File: src/rtl/tail_light_seq_if.sv
// Lamp sequencer request/lamp bundle: turn/hazard/brake requests and step period in, lamp banks and busy out.
// Pure wiring; the slave side (sequencer) samples requests on clk and drives lamps from registered state only.
interface tail_light_seq_if #(
  parameter int N     = 3,
  parameter int DIV_W = 4
);
  logic             l;
  logic             r;
  logic             haz;
  logic             brake;
  logic [DIV_W-1:0] div;
  logic [N-1:0]     la;
  logic [N-1:0]     ra;
  logic             busy;

  modport master (
    output l, r, haz, brake, div,
    input  la, ra, busy
  );

  modport slave (
    input  l, r, haz, brake, div,
    output la, ra, busy
  );
endinterface

File: src/rtl/tail_light_seq.sv
// Tail-light sequencer: thermometer sweep of N lamps per side, each step div+1 cycles, brake fill on idle sides.
// Lamps and busy are a Moore decode of registered state (one-cycle request-to-lamp latency); no backpressure.
module tail_light_seq #(
  parameter int N     = 3,
  parameter int DIV_W = 4
) (
  input  logic          clk,
  input  logic          reset_n,
  tail_light_seq_if.slave bus
);

  localparam int K_W = $clog2(N + 1);
  localparam logic [K_W-1:0] K_ONE = K_W'(1);
  localparam logic [K_W-1:0] K_LAST = K_W'(N);

  typedef enum logic [1:0] {
    S_IDLE,
    S_LEFT,
    S_RIGHT,
    S_HAZ
  } state_t;

  state_t           r_state;
  logic [K_W-1:0]   r_k;
  logic [DIV_W-1:0] r_cnt;
  logic             r_brake_q;

  state_t           w_state_nxt;
  logic [K_W-1:0]   w_k_nxt;
  logic [DIV_W-1:0] w_cnt_nxt;
  logic             w_tick;
  logic [N-1:0]     w_therm;
  logic [N-1:0]     w_fill;
  logic [N-1:0]     w_la;
  logic [N-1:0]     w_ra;

  always_ff @(posedge clk or negedge reset_n) begin
    if (!reset_n) begin
      r_state   <= S_IDLE;
      r_k       <= K_ONE;
      r_cnt     <= '0;
      r_brake_q <= 1'b0;
    end else begin
      r_state   <= w_state_nxt;
      r_k       <= w_k_nxt;
      r_cnt     <= w_cnt_nxt;
      r_brake_q <= bus.brake;
    end
  end

  // >= rather than == so a div lowered mid-step ends the step instead of wrapping
  assign w_tick = (r_cnt >= bus.div);

  always_comb begin
    w_state_nxt = r_state;
    w_k_nxt     = r_k;
    w_cnt_nxt   = r_cnt;
    case (r_state)
      S_IDLE: begin
        w_cnt_nxt = '0;
        w_k_nxt   = K_ONE;
        if (bus.haz || (bus.l && bus.r)) begin
          w_state_nxt = S_HAZ;
        end else if (bus.l) begin
          w_state_nxt = S_LEFT;
        end else if (bus.r) begin
          w_state_nxt = S_RIGHT;
        end
      end
      default: begin
        if (w_tick) begin
          w_cnt_nxt = '0;
          if (bus.haz && (r_state != S_HAZ)) begin
            w_state_nxt = S_HAZ;
            w_k_nxt     = K_ONE;
          end else if (r_k < K_LAST) begin
            w_k_nxt = r_k + K_ONE;
          end else begin
            w_state_nxt = S_IDLE;
            w_k_nxt     = K_ONE;
          end
        end else begin
          w_cnt_nxt = r_cnt + DIV_W'(1);
        end
      end
    endcase
  end

  always_comb begin
    w_therm = '0;
    for (int i = 0; i < N; i++) begin
      w_therm[i] = (i < int'(r_k));
    end
  end

  // Sides not being swept show the brake level; hazard overrides brake on both sides
  assign w_fill = r_brake_q ? {N{1'b1}} : {N{1'b0}};

  always_comb begin
    w_la = w_fill;
    w_ra = w_fill;
    case (r_state)
      S_LEFT:  w_la = w_therm;
      S_RIGHT: w_ra = w_therm;
      S_HAZ: begin
        w_la = w_therm;
        w_ra = w_therm;
      end
      default: ;
    endcase
  end

  assign bus.la   = w_la;
  assign bus.ra   = w_ra;
  assign bus.busy = (r_state != S_IDLE);

endmodule

File: src/flat_wrapper.sv
// flat-port wrapper written by rule: the top's interface ports become plain ports
module tail_light_seq_flat 
#(
  parameter int N     = 3,
  parameter int DIV_W = 4
)
  (clk, reset_n, bus_l, bus_r, bus_haz, bus_brake, bus_div, bus_la, bus_ra, bus_busy);
  tail_light_seq_if #(.N(N), .DIV_W(DIV_W)) bus_i ();
  input  logic clk;
  input  logic reset_n;
  input wire logic [$bits(bus_i.l)-1:0] bus_l;
  input wire logic [$bits(bus_i.r)-1:0] bus_r;
  input wire logic [$bits(bus_i.haz)-1:0] bus_haz;
  input wire logic [$bits(bus_i.brake)-1:0] bus_brake;
  input wire logic [$bits(bus_i.div)-1:0] bus_div;
  output wire logic [$bits(bus_i.la)-1:0] bus_la;
  output wire logic [$bits(bus_i.ra)-1:0] bus_ra;
  output wire logic [$bits(bus_i.busy)-1:0] bus_busy;
  assign bus_i.l = bus_l;
  assign bus_i.r = bus_r;
  assign bus_i.haz = bus_haz;
  assign bus_i.brake = bus_brake;
  assign bus_i.div = bus_div;
  assign bus_la = bus_i.la;
  assign bus_ra = bus_i.ra;
  assign bus_busy = bus_i.busy;
  tail_light_seq #(.N(N), .DIV_W(DIV_W)) u_core (.clk(clk), .reset_n(reset_n), .bus(bus_i));
endmodule
File: config.mk
export PLATFORM = sky130hd
export DESIGN_NAME = tail_light_seq_flat
export DESIGN_NICKNAME = d
export VERILOG_FILES = /design/src/rtl/tail_light_seq_if.sv /design/src/rtl/tail_light_seq.sv /design/src/flat_wrapper.sv
export SDC_FILE = /design/constraint.sdc
export NUM_CORES = 1
export LEC_CHECK = 0
export CAP_MARGIN = 20
export CORE_MARGIN = 5
export CORE_UTILIZATION = 45
export CTS_CLUSTER_DIAMETER = 150
export CTS_CLUSTER_SIZE = 16
export DETAILED_ROUTE_END_ITERATION = 12
export MAX_ROUTING_LAYER = met4
export PLACE_DENSITY = 0.81
export SLEW_MARGIN = 20
export SYNTH_ARGS = -nofsm -noshare
export SYNTH_HDL_FRONTEND = slang
export SYNTH_SLANG_ARGS = --single-unit
File: constraint.sdc
create_clock -name clk -period 2.1 [get_ports clk]
set_input_delay 0.525 -clock clk [delete_from_list [all_inputs] [get_ports clk]]
set_output_delay 0.525 -clock clk [all_outputs]
set_load 0.005 [all_outputs]
==> qor.yml, run 1 <==
drt:
  drtAntennaViolNets: 0
  dr_total_vias: 553
  wl_per_cell_microns: 11.5
  dr.pass1.iters: 4
  routed_wl_microns: 1260
  drt_first_iter_violations: 4
  vias_per_cell: 5.07
  drc_errors: 0
die:
  rows: 13
  ios: 17
  dieWidth_microns: 47.0
  fp.dieH_microns: 47.0
  initial_utilization: 0.474
  die_area_sq_mm: 0.00221
  core-area_sq_mm: 0.00130
logic_synthesis:
  async_reset_ff_frac: 1.00
  yosys-top-cells-count: "9 x ha_1, 8 x dfrtp_1, 8 x inv_1, 8 x nand2_1"
  synth_top_area_frac: 0.325
  synthTopCellsByArea: "dfrtp_1 32%, ha_1 18%, o21ai_0 4.9%"
  synth_nets: 86
  synth-main-ff-cell: "dfrtp_1"
  yosysUniqueCellTypes: 23
  synth-edff-count: 0
  synth_most_common_cell: "ha_1"
  synthesis.area_sq_um: 617
  ys_seq_elements: 9
  yosys_warnings: 0
  yosysSeqAreaShare: 0.367
  avgSynthCellArea_sq_um: 9.21
  synth_top_cell_by_area: "dfrtp_1"
  synth_cells: 67
critical_path:
  crit_type: "register to primary output"
  worst_setup_path_start_kind: "register"
  cpPeakStageDelay_ns: 0.51
  critPathTopFamily: "buffers and inverters"
  crit_slowest_cell: "clkdlybuf4s50_1"
  crit_buf_inv: 3
  required_ns: 1.57
  crit_chain: "inv_2 -> buf_4 -> nand2_2 -> clkdlybuf4s50_1"
  cp-end-kind: "primary output"
  path_max_fanout: 4
  cp.depth: 4
  worstRegToRegCells: 7
  critPathArrivalTime_ns: 1.48
cts:
  cts_tree: "yes"
  clkTransAtPathRegs_ns: 0.06
  clock_tree.root_cell: "clkbuf_4"
  clk_path_buf_depth: 2
  cts_sinks: 9
  htreeDepth: 1
  insertion_delay_ns: 0.26
  cts-buffers-inserted: 3
final_layout:
  layout.nets: 114
  drive_gt1_frac: 0.191
  synthToLayoutAreaGrowth_pct: 41.4
  fin_util: 0.670
  stdcell_count: 109
  antenna_cells: 0
global_routing:
  grt.total_usage: 0.147
  antenna_found_initial: 0
  grtUsageMet3: 0.0345
  grt_util_met2: 0.236
  met1_usage: 0.153
  first_global_vias: 538
  busiest_layer: "met2"
  grt_pass1_wl_microns: 2080
  grt_max_degree: 10
  grt.overflow.total: 0
power_and_ir_drop:
  p_comb_frac: 0.604
  cellPowerDensity_mw_per_mm2: 1310
  p_clk_frac: 0.119
  leakage_uw: 0.000439
  vdd_drop_max_mv: 0.630
  switching_share: 0.396
  p_total_uw: 1140
  p_sw_uw: 452
  seq_power_share: 0.277
  p_int_uw: 689
placement:
  place_hpwl_microns: 1030
  gp_congestion: 0.684
  place_inst: 101
  io_buffer_count: 16
timing:
  hold_violations: 0
  max_freq_ghz: 0.500
  fin_skew_ns: 0.00393
  maxSlewHeadroom: 0.729
  worst_pin_slew_ns: 0.406
  grt_setup_unrepaired: "false"
  finalSetupTns_ns: 0
  period_needed_ns: 2.00
  finalMaxSlewViolations: 0
  fin_crit_sh: 0.953
  setup_viol: 0
worst_hold_path:
  holdPathStages: 1
  hp-class: "register to register"
job:
  maxCapViolations: 0
run_status:
  status: "completed"
-- state kept, by name (all words and copies together) (netlist names) --
name,cells
u_core.r_cnt,4
u_core.r_k,2
u_core.r_brake_q,1
u_core.r_state,2
-- layout make-up --
type | count | area, sq um
Clock buffer | 4 | 26.3
Fill cell | 116 | 429
Inverter | 9 | 33.8
Multi-Input combinational cell | 49 | 357
Sequential cell | 9 | 226
Tap cell | 15 | 18.8
Timing Repair Buffer | 23 | 210
-- power by group through the flow --
stage | logic, uW | registers, uW | clock network, uW
finish | 689 | 316 | 135
global placement | 657 | 322 | 0
floorplan | 405 | 306 | 0
global route | 780 | 328 | 150
detailed placement | 679 | 325 | 0
CTS | 675 | 315 | 139
-- kinds of logic after synthesis --
family | after synthesis | synth area share
AND/OR/NAND/NOR | 21 | 0.160
AO/OA/AOI/OAI | 15 | 0.170
buffers and inverters | 9 | 0.0548
adder cells (fa/ha/maj) | 9 | 0.183
flip-flops | 9 | 0.367
XOR/XNOR | 2 | 0.0284
multiplexers | 2 | 0.0365
-- metrics by stage --
| stage | setup slack [ns] | area (sq um) | hold slack [ns] |
|---|---|---|---|
| 3_5_place_dp | -0.168 | 818 | 0.481 |
| 2_1_floorplan | 0.299 | 617 | 0.229 |
| 5_1_grt | 0.0465 | 872 | 0.526 |
| 6_report | 0.0981 | 872 | 0.489 |
| 3_3_place_gp | -0.105 | 818 | 0.477 |
| 4_1_cts | 0.0489 | 855 | 0.489 |
-- worst reg2reg max path, stage by stage, from the launching register on --
cell      delay, ns
dfrtp_1        0.39
inv_1          0.06
ha_1           0.26
nand2b_2       0.17
a21oi_2        0.18
o211ai_4       0.09
o221ai_2       0.09
mux2_1         0.35
-- timing repair --
action                     4_1_cts  5_1_grt
hold endpoints to repair         0        0
resized for setup                4        2
buffers inserted                 2        2
gates cloned                     0        0
setup endpoints to repair        4        2
hold buffers                     0        0
-- path summary, 6_finish.rpt --
check / from / to / slack (ns)
worst min register to register: u_core.r_cnt[0]$_DFF_PN0_ / u_core.r_cnt[0]$_DFF_PN0_ / 0.49
worst min-delay path: u_core.r_cnt[0]$_DFF_PN0_ / u_core.r_cnt[0]$_DFF_PN0_ / 0.49
min in group asynchronous: reset_n / u_core.r_brake_q$_DFF_PN0_ / 0.55
worst max register to register: u_core.r_cnt[0]$_DFF_PN0_ / u_core.r_state[0]$_DFFE_PN0P_ / 0.39
max in group asynchronous: reset_n / u_core.r_k[0]$_DFFE_PN1P_ / 1.22
worst max-delay path: u_core.r_state[0]$_DFFE_PN0P_ / bus_busy / 0.1
-- routing by layer --
metal / vias up / wire length, microns
met2: 12 / 608
met4: 0 / 44
met5: - / 0
met3: 6 / 83
li1: 278 / -
met1: 257 / 521
-- placed cells by master (no fill, tap or decap) --
master | netlist | layout
a21oi_2 | 1 | 1
ha_1 | 9 | 9
clkbuf_1 | 0 | 1
mux2_1 | 2 | 2
nand2b_1 | 1 | 1
dfstp_2 | 1 | 1
nand2_1 | 8 | 8
dlymetal6s2s_1 | 0 | 1
nor2b_1 | 1 | 1
xor2_1 | 1 | 1
buf_4 | 0 | 7
nand2_2 | 1 | 1
dfrtp_1 | 8 | 8
nand3b_1 | 1 | 1
nand2b_2 | 1 | 1
dlygate4sd2_1 | 0 | 4
o21ai_1 | 2 | 2
inv_1 | 8 | 7
inv_2 | 1 | 2
a21oi_1 | 4 | 4
nand3_1 | 1 | 1
o211ai_4 | 1 | 1
clkbuf_4 | 0 | 3
or3_1 | 1 | 1
o221ai_2 | 1 | 1
clkdlybuf4s50_1 | 0 | 11
xnor2_1 | 1 | 1
o21ai_0 | 6 | 6
nor2_1 | 6 | 6
Power figures use the tool's default switching activity.
==> run 2: changes to the inputs <==
Clock period 2.1 ns to 2.55 ns, I/O delays scaled along.
==> run 2 against run 1 <==
Effect of this change:
- worst hold slack improved by 0.0014 ns
- count of clock-buffer cells in the layout unchanged
- critical path depth stayed put
- worst setup slack better by 0.062 ns
- highest routed layer unchanged
- via count down 6.5%
- design area is 5.7% lower
- clock power decreased by 15%
- cell count fell by 6.4%
- utilization fell by 3.8 points
- routed wire length is 2.1% lower
- die area is the same
- total power shrank 20%
==> qor.yml, run 2 (same netlist as run 1, synthesis figures left out) <==
timing:
  setup_viol: 0
  hold_violations: 0
  max_freq_ghz: 0.418
  period_needed_ns: 2.39
  worst_pin_slew_ns: 0.382
  fin_skew_ns: 0.00515
  maxSlewHeadroom: 0.744
  finalSetupTns_ns: 0
  grt_setup_unrepaired: "false"
  fin_crit_sh: 0.937
  finalMaxSlewViolations: 0
final_layout:
  largest_register: "u_core.r_cnt"
  layout_common_cells: "16 x clkdlybuf4s50_1, 9 x ha_1, 8 x inv_1, 8 x nand2_1, 8 x dfrtp_1"
  largest_reg_flops: 4
  drive_gt1_frac: 0.115
  fillers: 113
  final_common_cell: "clkdlybuf4s50_1"
  layout.nets: 107
  antenna_cells: 0
  synthToLayoutAreaGrowth_pct: 33.3
  reg_top3: "u_core.r_cnt: 4 flops, u_core.r_k: 2 flops, u_core.r_state: 2 flops"
cts:
  clk_path_buf_depth: 2
  cts_resized: 0
  insertion_delay_ns: 0.27
  clkTransAtPathRegs_ns: 0.06
  cts-buffers-inserted: 3
  cts_sinks: 9
  htreeDepth: 1
  cts_tree: "yes"
  post-cts-setup-buffers: 0
  postCtsHoldBufs: 0
  clock_tree.root_cell: "clkbuf_4"
worst_hold_path:
  hp-class: "register to register"
die:
  fp.dieH_microns: 47.0
  dieWidth_microns: 47.0
  rows: 13
  die_area_sq_mm: 0.00221
  core-area_sq_mm: 0.00130
  ios: 17
  initial_utilization: 0.474
global_routing:
  first_global_vias: 486
  grt_max_degree: 10
  antenna_found_initial: 0
  grt.overflow.total: 0
  grt_pass1_wl_microns: 2000
  grt.total_usage: 0.137
critical_path:
  worst_setup_path_start_kind: "register"
  required_ns: 1.91
  crit_chain: "inv_1 -> ha_1 -> o21ai_0 -> clkdlybuf4s50_1"
  critPathArrivalTime_ns: 1.75
  cp-end-kind: "primary output"
  crit_type: "register to primary output"
  crit_slowest_cell: "dfstp_2"
  cpPeakStageDelay_ns: 0.58
  path_max_fanout: 5
power_and_ir_drop:
  p_total_uw: 907
  cellPowerDensity_mw_per_mm2: 1100
  leakage_uw: 0.000388
  vdd_drop_max_mv: 0.474
placement:
  gp_congestion: 0.719
  io_buffer_count: 16
  place_hpwl_microns: 971
drt:
  wl_per_cell_microns: 12.1
  dr_total_vias: 517
  dr.pass1.iters: 4
  drt_first_iter_violations: 10
  routed_wl_microns: 1230
  vias_per_cell: 5.07
  drtAntennaViolNets: 0
  drc_errors: 0
job:
  maxCapViolations: 0
run_status:
  status: "completed"
-- run 2: cell count changes in the layout (fill, tap and decap cells not counted), sizes merged --
| cell | previous run | this run |
|---|---|---|
| buf | 7 | 0 |
| clkdlybuf4s50 | 11 | 16 |
| dlygate4sd2 | 4 | 0 |
| dlymetal6s2s | 1 | 0 |
-- run 2: cell type report --
class | count | area, sq um | share of cell area
Sequential cell | 9 | 226 | 0.275
Timing Repair Buffer | 16 | 160 | 0.195
Multi-Input combinational cell | 49 | 357 | 0.434
Tap cell | 15 | 18.8 | 0.0228
Clock buffer | 4 | 26.3 | 0.0320
Inverter | 9 | 33.8 | 0.0411
-- run 2: through the flow --
step,hold slack [ns],worst slack [ns],util,instances,area (sq um)
after detailed placement,0.478,0.0909,0.612,98,796
after CTS,0.488,0.133,0.632,102,822
final,0.490,0.160,0.632,102,822
after global placement,0.486,0.150,0.612,98,796
after floorplan,0.342,0.637,-,67,617
after global routing,0.516,0.0700,0.632,102,822
-- run 2: power breakdown --
part           switching, uW  leakage [uW]  internal, uW  total [uW]
Sequential              57.1      0.000111           207         264
Clock                   54.2     0.0000150          60.5         115
Combinational            262      0.000262           267         529
Total                    373      0.000388           534         907
-- run 2: layer usage --
layer  GRT usage  vias up  share of wire
li1            -      263              -
met1       0.158      235           0.41
met2       0.220       16           0.49
met3      0.0345        3          0.075
met4      0.0663        0          0.022
met5           -        -              0
-- run 2: worst paths after layout --
check	slack, ns	end	cells past startpoint	from
max reg2reg	0.74	u_core.r_state[1]$_DFFE_PN0P_	7	u_core.r_cnt[0]$_DFF_PN0_
max	0.16	bus_ra[0]	4	u_core.r_k[0]$_DFFE_PN1P_
min reg2reg	0.49	u_core.r_cnt[0]$_DFF_PN0_	1	u_core.r_cnt[0]$_DFF_PN0_
min	0.49	u_core.r_cnt[0]$_DFF_PN0_	1	u_core.r_cnt[0]$_DFF_PN0_
max in group asynchronous	1.59	u_core.r_k[0]$_DFFE_PN1P_	1	reset_n
min in group asynchronous	0.65	u_core.r_k[1]$_DFFE_PN0P_	1	reset_n
-- run 2: critical path: cells and delay by family, from the launching register on --
family,cells,cell delay (ns)
AOI/OAI and AO/OA,1,0.14
adders and majority gates,1,0.19
buffers and inverters,2,0.57
DFF,1,0.58
==> RTL edit, RTL diff (config.mk and constraints of run 1) <==
Re-encode `state_t` (4 states) as Gray code, 2 bits wide.
--- a/src/rtl/tail_light_seq.sv
+++ b/src/rtl/tail_light_seq.sv
@@ -15,8 +15,8 @@
 
   typedef enum logic [1:0] {
-    S_IDLE,
-    S_LEFT,
-    S_RIGHT,
-    S_HAZ
+    S_IDLE  = 2'b00,
+    S_LEFT  = 2'b01,
+    S_RIGHT = 2'b11,
+    S_HAZ   = 2'b10
   } state_t;
 
Check against the original RTL: same outputs for any inputs over 10 cycles, from zero or initial values and one cycle with reset_n low; not proved beyond that.
==> RTL edit against run 1 <==
- final cell count did not move
- wire length rose by 22%
- maximum frequency fell by 5.4%
- worst setup slack got worse by 0.11 ns
- critical endpoint is now bus_ra[2]
- total power rose by 19%
- sequential cell count did not move
- count of clock-buffer cells in the layout did not move
- cell area rose by 5.5%
- critical path type unchanged
- area after synthesis rose by 7.5%
- the run now ends with negative setup slack left
==> RTL edit: results (changes against run 1) <==
Drt
  – Drt wl/cell: 14.07 um (was 11.54 um)
  – Vias: 571 (was 553)
  – DRT iter0 DRCs: 9 (was 4)

Timing
  – Final setup fails: 1 (was 0)
  – Worst slew margin: 0.7442 (was 0.7287)
  – Final worst slack: -0.01613 ns (was 0.09809 ns)
  – Final TNS setup: -0.01613 ns (was 0 ns)
  – Skew final: 0.003596 ns (was 0.003930 ns)

Placed design
  – Total placed cells including tap cells: 102 (was 101)
  – Dpl hpwl: 1171 um (was 1029 um)
  – Placer Congestion: 0.7089 (was 0.6840)
  – Pre-CTS setup slack: -0.1758 ns (was -0.1683 ns)

GRT
  – Global-route wire length before repair: 2532 um (was 2076 um)
  – Number of global-route vias before repair: 579 (was 538)
  – Total global-route track usage: 0.1388 (was 0.1472)

CTS
  – CTS clock-pin slew for the worst setup and hold paths: 0.06 ns (about the same)
  – H-tree levels: 1 (unchanged)

Yosys
  – Syn nets: 88 (was 86)
  – Synth Area in Compound Gates: 0.1679 (was 0.1704)
  – Seq/Total Area, Yosys: 0.3415 (was 0.3671)
  – Largest cells by area after synthesis: dfrtp_1 (30%), ha_1 (21%), inv_1 (6.8%) (was dfrtp_1 (32%), ha_1 (18%), o21ai_0 (4.9%))
  – Synth Area in XOR/XNOR: 0.02642 (was 0.02840)
  – Post-synthesis mux area share: 0.06038 (was 0.03651)
  – Adder-Cell Fraction of Synth Area: 0.2075 (was 0.1826)
  – Commonest cells post-synth: inv_1 (12), ha_1 (11), dfrtp_1 (8), nor2_1 (8) (was ha_1 (9), dfrtp_1 (8), inv_1 (8), nand2_1 (8))

Worst setup path
  – Max FO, Critical Path: 3 (was 4)
  – CP max stage cell: dfrtp_1 (was clkdlybuf4s50_1)
  – WS Path Type: flop to output pin (unchanged)
  – Slowest stage delay, CP: 0.39 ns (was 0.51 ns)
  – Reg2Reg Setup Slack: 0.43 ns (was 0.39 ns)
  – WP data arrival: 1.59 ns (was 1.48 ns)
  – Worst R2R Start: u_core.r_state[1] (was u_core.r_cnt[0])

Layout
  – Share of layout cells above drive strength 1: 0.2660 (was 0.1915)
  – Nets@finish: 116 (was 114)

Status
  – Status: finished, violations left (was finished, final reports clean)
  – Violated checks: negative setup slack

Power
  – VDD IR-drop max: 708.6 uV (was 630.3 uV)
==> RTL edit: worst reg2reg max path, stage by stage (launching register included) <==
cell and delay [ns]:
dfrtp_1 0.39, buf_4 0.15, ha_2 0.19, buf_4 0.14, nor2b_1 0.23, o311ai_4 0.13, mux2_4 0.32
==> RTL edit: kinds of logic after synthesis <==
family                   Yosys count
XOR/XNOR                           2
AO/OA/AOI/OAI                     12
AND/OR/NAND/NOR                   18
multiplexers                       3
buffers and inverters             12
flip-flops                         9
adder cells (fa/ha/maj)           11
==> RTL edit: through the flow <==
step	hold slack, ns	cell area, sq um
2_1_floorplan	0.2294	663.1
3_3_place_gp	0.4777	872.1
3_5_place_dp	0.4983	872.1
4_1_cts	0.5078	912.1
5_1_grt	0.5344	919.6
6_report	0.5121	919.6
==> RTL edit: final timing paths <==
check / endpoint / cells past startpoint
hold / removal: u_core.r_cnt[0] / 1
max in group asynchronous: u_core.r_k[0] / 1
min in group asynchronous: u_core.r_cnt[3] / 1
setup / recovery: bus_ra[2] / 6
hold reg to reg: u_core.r_cnt[0] / 1
setup reg to reg: u_core.r_state[1] / 6
==> RTL edit: what timing repair did <==
action / in CTS / in global routing
pin swaps: 1 / 1
setup endpoints to repair: 6 / 5
buffers inserted: 3 / 0
resized for setup: 11 / 9
==> RTL edit: power breakdown <==
part           leakage, nW  internal [W]  switching (W)
sequential           0.113      0.000242      0.0000507
clock               0.0150     0.0000731      0.0000587
combinational        0.338      0.000473       0.000455
total                0.466      0.000788       0.000565
==> RTL edit: final cells by class <==
type	instances	area, sq um	area share
Sequential cell	9	226.5	0.2463
Tap cell	15	18.77	0.02041
Timing Repair Buffer	23	195.2	0.2122
Inverter	12	45.04	0.04898
Multi-Input combinational cell	46	407.9	0.4435
Clock buffer	4	26.28	0.02857
==> RTL edit: routing by layer <==
| layer | up-vias | routed length (um) | track usage |
|---|---|---|---|
| li1 | 278 | - | - |
| met3 | 0 | 74 | 0.06116 |
| met5 | - | 0 | - |
| met1 | 281 | 621 | 0.1525 |
| met2 | 12 | 837 | 0.2370 |
| met4 | 0 | 0 | 0.01382 |
